==> src/rtl/forward_source_tracker.sv <==
`default_nettype none
// ============================================================================
// Module      : forward_source_tracker
// Description : Tracks the destination register of each instruction that has
//               left decode, one slot per post-decode stage, captures stage
//               results as they appear, and produces per-stage forwarding
//               selects, forwarding values and a hazard flag for the operand
//               fields of the queue-head instruction.
// Revision    : 1.0 - initial release
// ============================================================================
module forward_source_tracker #(
    parameter int POST_DEC_LD = 3,
    parameter int REG_W       = 5,
    parameter int VAL_W       = 64,
    parameter int RIP_IDX     = 16
) (
    input  logic                         clk,
    input  logic                         rstn,
    input  logic                         issue_valid,
    input  logic                         issue_wr,
    input  logic [REG_W-1:0]             issue_dst,
    input  logic                         stall,
    input  logic                         flush,
    input  logic                         head_valid,
    input  logic [REG_W-1:0]             head_d,
    input  logic [REG_W-1:0]             head_s,
    input  logic [REG_W-1:0]             head_t,
    input  logic [POST_DEC_LD-1:0]       res_valid,
    input  logic [POST_DEC_LD*VAL_W-1:0] res_val,
    output logic [POST_DEC_LD*3-1:0]     fwd_sig_from,
    output logic [POST_DEC_LD*VAL_W-1:0] fwd_val_from,
    output logic                         hazard
);

    // Operand lanes; lane numbering matches the {d,s,t} bit order of each
    // 3-bit select group (d is the MSB of the group).
    localparam int              C_OP_T   = 0;
    localparam int              C_OP_S   = 1;
    localparam int              C_OP_D   = 2;
    localparam int              C_NUM_OP = 3;
    localparam logic [REG_W-1:0] C_RIP   = REG_W'(RIP_IDX);

    // ------------------------------------------------------------------------
    // Slot state
    // ------------------------------------------------------------------------
    logic [POST_DEC_LD-1:0]            live_q, live_d;
    logic [POST_DEC_LD-1:0]            have_q, have_d;
    logic [POST_DEC_LD-1:0][REG_W-1:0] dst_q, dst_d;
    logic [POST_DEC_LD-1:0][VAL_W-1:0] val_q, val_d;

    // Per-slot combinational views
    logic [POST_DEC_LD-1:0]            w_avail;
    logic [POST_DEC_LD-1:0][VAL_W-1:0] w_cur;
    logic [C_NUM_OP-1:0][REG_W-1:0]    w_head;
    logic [C_NUM_OP-1:0][POST_DEC_LD-1:0] w_match;
    logic [C_NUM_OP-1:0][POST_DEC_LD-1:0] w_sel;
    logic                              w_hazard;

    assign w_head[C_OP_D] = head_d;
    assign w_head[C_OP_S] = head_s;
    assign w_head[C_OP_T] = head_t;

    // ------------------------------------------------------------------------
    // Per-slot availability, current value and raw operand matches.
    // A value is available either from the slot's captured copy or from the
    // stage producing it this very cycle (zero-cycle forwarding).
    // ------------------------------------------------------------------------
    generate
        for (genvar gi = 0; gi < POST_DEC_LD; gi++) begin : g_slot
            assign w_avail[gi] = have_q[gi] | res_valid[gi];
            assign w_cur[gi]   = have_q[gi] ? val_q[gi]
                                            : res_val[gi*VAL_W +: VAL_W];

            for (genvar go = 0; go < C_NUM_OP; go++) begin : g_op
                // RIP is never tracked as a forwarding source.
                assign w_match[go][gi] = live_q[gi]
                                       & (dst_q[gi] == w_head[go])
                                       & (w_head[go] != C_RIP)
                                       & head_valid;
            end
        end
    endgenerate

    // Youngest-match selection per operand and hazard detection on the
    // selected slot only; older matches never override a younger one.
    always_comb begin
        w_sel    = '0;
        w_hazard = 1'b0;
        for (int op = 0; op < C_NUM_OP; op++) begin
            logic seen;
            seen = 1'b0;
            for (int i = 0; i < POST_DEC_LD; i++) begin
                if (w_match[op][i] && !seen) begin
                    w_sel[op][i] = 1'b1;
                    if (!w_avail[i]) begin
                        w_hazard = 1'b1;
                    end
                end
                seen = seen | w_match[op][i];
            end
        end
    end

    // Drive outputs; everything is forced low while reset is asserted so the
    // decode stage sees no forwarding during and immediately after reset.
    always_comb begin
        fwd_sig_from = '0;
        fwd_val_from = '0;
        hazard       = w_hazard & rstn;
        for (int i = 0; i < POST_DEC_LD; i++) begin
            fwd_sig_from[i*3 +: 3] = {w_sel[C_OP_D][i], w_sel[C_OP_S][i],
                                      w_sel[C_OP_T][i]} & {3{rstn}};
            if (rstn && (w_sel[C_OP_D][i] || w_sel[C_OP_S][i] ||
                         w_sel[C_OP_T][i])) begin
                fwd_val_from[i*VAL_W +: VAL_W] = w_cur[i];
            end
        end
    end

    // Next slot state: shift one stage older each cycle, capturing a result
    // produced by a live slot as it moves; slot 0 takes the new issue.
    always_comb begin
        live_d = '0;
        have_d = '0;
        dst_d  = dst_q;
        val_d  = val_q;
        for (int i = 1; i < POST_DEC_LD; i++) begin
            live_d[i] = live_q[i-1];
            dst_d[i]  = dst_q[i-1];
            if (res_valid[i-1] && live_q[i-1]) begin
                have_d[i] = 1'b1;
                val_d[i]  = res_val[(i-1)*VAL_W +: VAL_W];
            end else begin
                have_d[i] = have_q[i-1];
                val_d[i]  = val_q[i-1];
            end
        end
        // A stalled decode injects a bubble into slot 0.
        live_d[0] = issue_valid & issue_wr & ~stall;
        dst_d[0]  = issue_dst;
        have_d[0] = 1'b0;
        val_d[0]  = '0;
        // Flush wins over any issue or captured result.
        if (flush) begin
            live_d = '0;
            have_d = '0;
        end
    end

    // Slot state registers with asynchronous active-low reset.
    always_ff @(posedge clk or negedge rstn) begin
        if (!rstn) begin
            live_q <= '0;
            have_q <= '0;
            dst_q  <= '0;
            val_q  <= '0;
        end else begin
            live_q <= live_d;
            have_q <= have_d;
            dst_q  <= dst_d;
            val_q  <= val_d;
        end
    end

endmodule
`default_nettype wire

==> config.mk <==
export PLATFORM = sky130hd
export DESIGN_NAME = forward_source_tracker
export DESIGN_NICKNAME = d
export VERILOG_FILES = /design/src/rtl/forward_source_tracker.sv
export SDC_FILE = /design/constraint.sdc
export NUM_CORES = 1
export LEC_CHECK = 0
export CORE_MARGIN = 1.5
export CORE_UTILIZATION = 31
export DETAILED_ROUTE_END_ITERATION = 8
export PLACE_DENSITY = 0.67
export SKIP_CTS_REPAIR_TIMING = 1
export SYNTH_ARGS = -nofsm -noshare
export SYNTH_HDL_FRONTEND = slang
export SYNTH_SLANG_ARGS = --single-unit
==> constraint.sdc <==
create_clock -name clk -period 3.6 [get_ports clk]
set_input_delay 0.9 -clock clk [delete_from_list [all_inputs] [get_ports clk]]
set_output_delay 0.9 -clock clk [all_outputs]
set_load 0.005 [all_outputs]
==> results.toml, run 1 <==
[global_route]
grt_antenna_before_repair = 1
grt_max_degree = 67
gr-total-overflow = 0
grtUsageTotal_pct = 22.0
grt_pass1_wl_um = 44200
grt_pass1_vias = 7441

[logic_synthesis]
yosysWarnings = 0
ys.flop_type = "dfrtp_1"
synthDominantCellAreaShare_pct = 46.3
syn_nets = 979
async_reset_ff_share_pct = 100
synth-seq-cells = 148
synthTopCellsByCount = "148 x dfrtp_1, 133 x nor2_1, 128 x mux2i_1"
seq_area_frac_synth_pct = 46.3
netlist_area_sq_mm = 0.00800
ys_types = 28
synth_edf_count = 0
syn_avg_cell_area_sq_um = 10.6
post-synth-top-count-cell = "dfrtp_1"
synthCells = 757
yosysTopAreaCell = "dfrtp_1"
ys_top_cells_by_area = "dfrtp_1 46%, mux2i_1 16%, mux2_2 9.0%"

[routing]
drc = 0
avgViaCountPerCell = 4.79
num_vias = 7595
postRouteAntennaNets = 0
drt_wl_total_um = 33400
drt_iter0_drc = 312
dr.pass1.iters = 5
wl_per_cell_um = 21.1

[clocking]
cts_num_sinks = 148
insertion_delay_ns = 0.42
cts_made_buffers = 17
clock_path_buffers = 2
cts_tree = "built"
cts_root_buffer = "clkbuf_16"
clk_pin_slew_ns = 0.06
h-tree-depth = 4

[placement]
place_inst = 1509
pre_cts_ws_ns = -0.969
dp_hpwl_um = 22600
gp_routability_congestion = 0.920
port-buffer-count = 423

[timing]
rsz0062_at_grt = "true"
fin_skew_ns = 0.0127
tns_ns = -35.78
period_needed_ns = 4.00
worstMarginPinSlew_ns = 0.818
finalMaxSlewViolations = 0
relSlewSlack_pct = 45.5
min_period_over_period_pct = 111
fmax_ghz = 0.250
layout_setup_ws_ns = -0.395
hold_viol = 0
setup_viol = 193

[critical_path]
end_kind = "output pin"
cp-endpoint = "fwd_val_from[144]"
worst-r2r-cell-count = 4
r2r_slack_ns = 1.93
critical_path_class = "input pin to output pin"
crit_required_ns = 2.70
critPathLaunch = "head_d[3]"
regToRegStartpoint = "live_q[1]"
worstPathArrival_ns = 3.10
critPathMaxFanout = 6
start_kind = "input pin"
rr_endpoint = "val_q[138]"

[pwr]
power_uw = 4060
ir_worst_vdd_mv = 0.243
leakagePower_uw = 0.00814
p_per_area_mw_per_mm2 = 282

[layout]
multiInputGateArea_sq_mm = 0.00451
syn2layout_area_growth_pct = 79.6
nFillCells = 2171
stdcell_count = 1585
post-route-util_pct = 56.9
nets = 1464
seqCellArea_sq_mm = 0.00371
drive_gt1_share_pct = 31.7

[die]
die_area_sq_mm = 0.0268
rows = 58
die_h_um = 164
boundaryPins = 424
die-width_um = 164
start_util_pct = 31.7
fp.coreArea_sq_mm = 0.0253

[run_status]
violations = "setup timing"
status = "finished, violations left"

[hold_path]
hold_class = "flip-flop to flip-flop"

[flow_run]
drv_cap = 0
-- through the flow --
stage                     cell area (sq um)  hold slack, ns
after floorplan                        8000           0.444
after global routing                  14400           0.507
after detailed placement              12900           0.484
final                                 14400           0.493
after CTS                             13500           0.476
after global placement                12900           0.482
-- logic make-up (layout without fill, tap and decap cells) --
kind of cell,after synthesis,after routing,synth area share [%]
simple gates,309,309,19.9
xor+xnor,45,45,4.93
flops,148,148,46.3
mux,192,192,25.0
other cells,0,1,0
buf+inv,57,553,3.22
compound gates,6,7,0.641
-- flip-flops by register name, indices dropped and copies added (netlist names) --
signal,flops
dst_d,10
dst_q,5
have_q,2
live_q,3
val_q,128
-- cell type report --
type	count	area share, %
multi-input cells	553	31.4
clock buffers	19	3.01
diodes	1	0.0174
flip-flops and latches	148	25.8
well taps	330	2.87
repair buffers	522	35.8
clock inverters	12	1.07
-- critical path, stage by stage --
cell	delay [ns]
buf_4	0.13
buf_6	0.12
xnor2_2	0.15
nand4_1	0.12
or4_4	0.45
and3b_2	0.24
o31ai_4	0.26
buf_12	0.15
buf_12	0.10
buf_12	0.12
clkbuf_16	0.18
nor2_4	0.04
buf_2	0.13
-- routing by layer --
layer	track usage, %	part of all wire [%]	up-vias
li1	-	-	3557
met1	26.9	40	3746
met2	38.9	53	267
met3	5.03	6.5	25
met4	5.21	1.3	0
met5	0	0	-
-- power breakdown --
group	switching [uW]	total, uW	leakage (uW)	internal, uW
clock	711	1800	0.000280	1090
sequential	26.2	1720	0.00202	1690
combinational	216	540	0.00584	324
total	953	4060	0.00814	3100
-- cells in the final DEF, fill, tap and decap left out, types with 3 or more instances in the layout --
cell type,n
clkbuf_2,61
buf_8,4
clkinv_2,3
xor2_1,12
inv_6,3
and2_1,71
buf_4,57
buf_12,13
nand4_1,8
nor4_4,3
buf_2,39
clkdlybuf4s50_1,215
and2_4,5
xnor2_2,8
nor4_2,5
dfrtp_1,145
xnor2_1,25
clkinvlp_4,3
dlymetal6s2s_1,97
and3_1,64
buf_6,27
nor2_2,39
mux2_2,64
nand2_1,5
nor2_1,76
bufinv_16,3
nor2_4,18
clkbuf_16,24
mux2i_1,128
-- how the worst min path moves through the flow --
stage,end,slack (ns),startpoint,cells after the start
floorplan,dst_q[12],0.44,dst_d[12],0
global placement,dst_d[14],0.48,dst_d[9],0
detailed placement,dst_d[14],0.48,dst_d[9],0
CTS,val_q[121],0.48,rstn,2
global route,dst_d[14],0.51,dst_d[9],0
finish,dst_d[14],0.49,dst_d[9],0
No activity file was read; power rests on OpenSTA's default activity.
==> run 2, diff against run 1 <==
Settings changed: SLEW_MARGIN from default to 10.
==> results of run 2 <==
The final DEF is identical to that of run 1; final timing and power are the same.
==> run 3, diff against run 2 <==
Settings changed: GPL_TIMING_DRIVEN from default to 0.
Clock period 3.6 ns to 4.43 ns, I/O delays scaled along.
==> results.toml, run 3 (synthesis gave the netlist of run 1 again) <==
[critical_path]
start_kind = "input pin"
critical_path_class = "input pin to output pin"
critPathMaxFanout = 5
end_kind = "output pin"
crit_chain = "clkbuf_4 > nor4_4 > and2_4 > or4_4 > nor3_4 > o31ai_4 > buf_6 > buf_4 > nor2_1 > clkdlybuf4s50_1"
critPathSlowestCell = "clkdlybuf4s50_1"
regToRegStartpoint = "have_q[1]"
cpPeakStageDelay_ns = 0.56
worst-r2r-cell-count = 5
crit_required_ns = 3.32
worstPathArrival_ns = 3.45
rr_endpoint = "have_q[2]"
r2r_slack_ns = 2.44

[layout]
stdcell_count = 1571
largest_register = "val_q"
syn2layout_area_growth_pct = 78.1
final_cell_mix = "297 x clkdlybuf4s50_1, 148 x dfrtp_1, 128 x mux2i_1, 126 x nor2_1, 107 x dlymetal6s2s_1"
nets = 1452
final_common_cell = "clkdlybuf4s50_1"
largest_register_ffs = 128
drive_gt1_share_pct = 16.0
diodes = 0

[placement]
dp_hpwl_um = 23800
gp_routability_congestion = 0.853
port-buffer-count = 422
place_inst = 1510

[hold_path]
min_to = "val_q[129]"
hp-start = "val_q[65]"
hold_class = "flip-flop to flip-flop"
min_path_cells = 1

[timing]
setup_viol = 28
rsz0062_at_grt = "true"
period_needed_ns = 4.56
worstMarginPinSlew_ns = 0.865
fmax_ghz = 0.219
hold_viol = 0
relSlewSlack_pct = 42.3
tns_ns = -2.01
finalMaxSlewViolations = 0
layout_setup_ws_ns = -0.127
min_period_over_period_pct = 103
fin_skew_ns = 0.00979

[routing]
avgViaCountPerCell = 4.72
drc = 0
drt_wl_total_um = 32100
wl_per_cell_um = 20.5
dr.pass1.iters = 4
num_vias = 7409
postRouteAntennaNets = 0
drt_iter0_drc = 254

[die]
rows = 58
die_area_sq_mm = 0.0268
fp.coreArea_sq_mm = 0.0253
die-width_um = 164
die_h_um = 164
start_util_pct = 31.7
boundaryPins = 424

[global_route]
grt_pass1_wl_um = 45200
gr-total-overflow = 0
grt_max_degree = 86
grt_antenna_before_repair = 1
grtUsageTotal_pct = 22.7
grt_pass1_vias = 7573

[clocking]
clk_pin_slew_ns = 0.06
cts_root_buffer = "clkbuf_16"
cts_tree = "built"
cts_num_sinks = 148
h-tree-depth = 4
cts_made_buffers = 17
clock_path_buffers = 2
insertion_delay_ns = 0.42

[pwr]
p_per_area_mw_per_mm2 = 231
power_uw = 3290
leakagePower_uw = 0.00795
ir_worst_vdd_mv = 0.208

[flow_run]
drv_cap = 0

[run_status]
status = "finished, violations left"
violations = "setup timing"
run 3: worst max-delay path: cells and delay by family:
kind / cells / cell delay (ns)
AO/OA/AOI/OAI: 1 / 0.08
buffers and inverters: 4 / 1.05
AND/OR/NAND/NOR: 5 / 1.20
run 3: where the power goes:
part / internal [uW] / total [uW] / switching, uW
logic: 251 / 413 / 162
registers: 1370 / 1390 / 19.9
clock network: 900 / 1480 / 579
run 3: how the worst max path moves through the flow:
| stage | startpoint | to | slack (ns) |
|---|---|---|---|
| after floorplan | head_d[2] | fwd_val_from[141] | 0.74 |
| after global placement | rstn | fwd_val_from[12] | -5.98 |
| after detailed placement | head_d[0] | fwd_val_from[12] | -1.45 |
| after CTS | head_d[0] | fwd_val_from[12] | -1.45 |
| after global routing | head_t[0] | fwd_val_from[89] | -0.25 |
| final | head_s[3] | fwd_val_from[130] | -0.13 |
run 3: stage by stage:
stage	utilization, %	instance area [sq um]	hold WS [ns]	worst slack (ns)
floorplan	-	8000	0.444	0.741
global placement	50.0	12600	0.484	-5.98
detailed placement	50.2	12700	0.487	-1.45
CTS	52.5	13300	0.498	-1.45
global route	56.4	14200	0.516	-0.253
finish	56.4	14200	0.495	-0.127
run 3: layout make-up:
cell class / instances / area (sq um)
fill: 2246 / 11000
sequential: 148 / 3700
clock buffer: 19 / 443
timing repair buffer: 454 / 4820
multi-input combinational: 552 / 4270
tap: 330 / 413
buffer: 57 / 435
clock inverter: 11 / 151
run 3: per-layer routing:
layer | track usage, % | share of wire (%)
met1 | 28.6 | 42
met2 | 38.9 | 50
met3 | 5.84 | 6.3
met4 | 5.12 | 1.8
met5 | 0 | 0
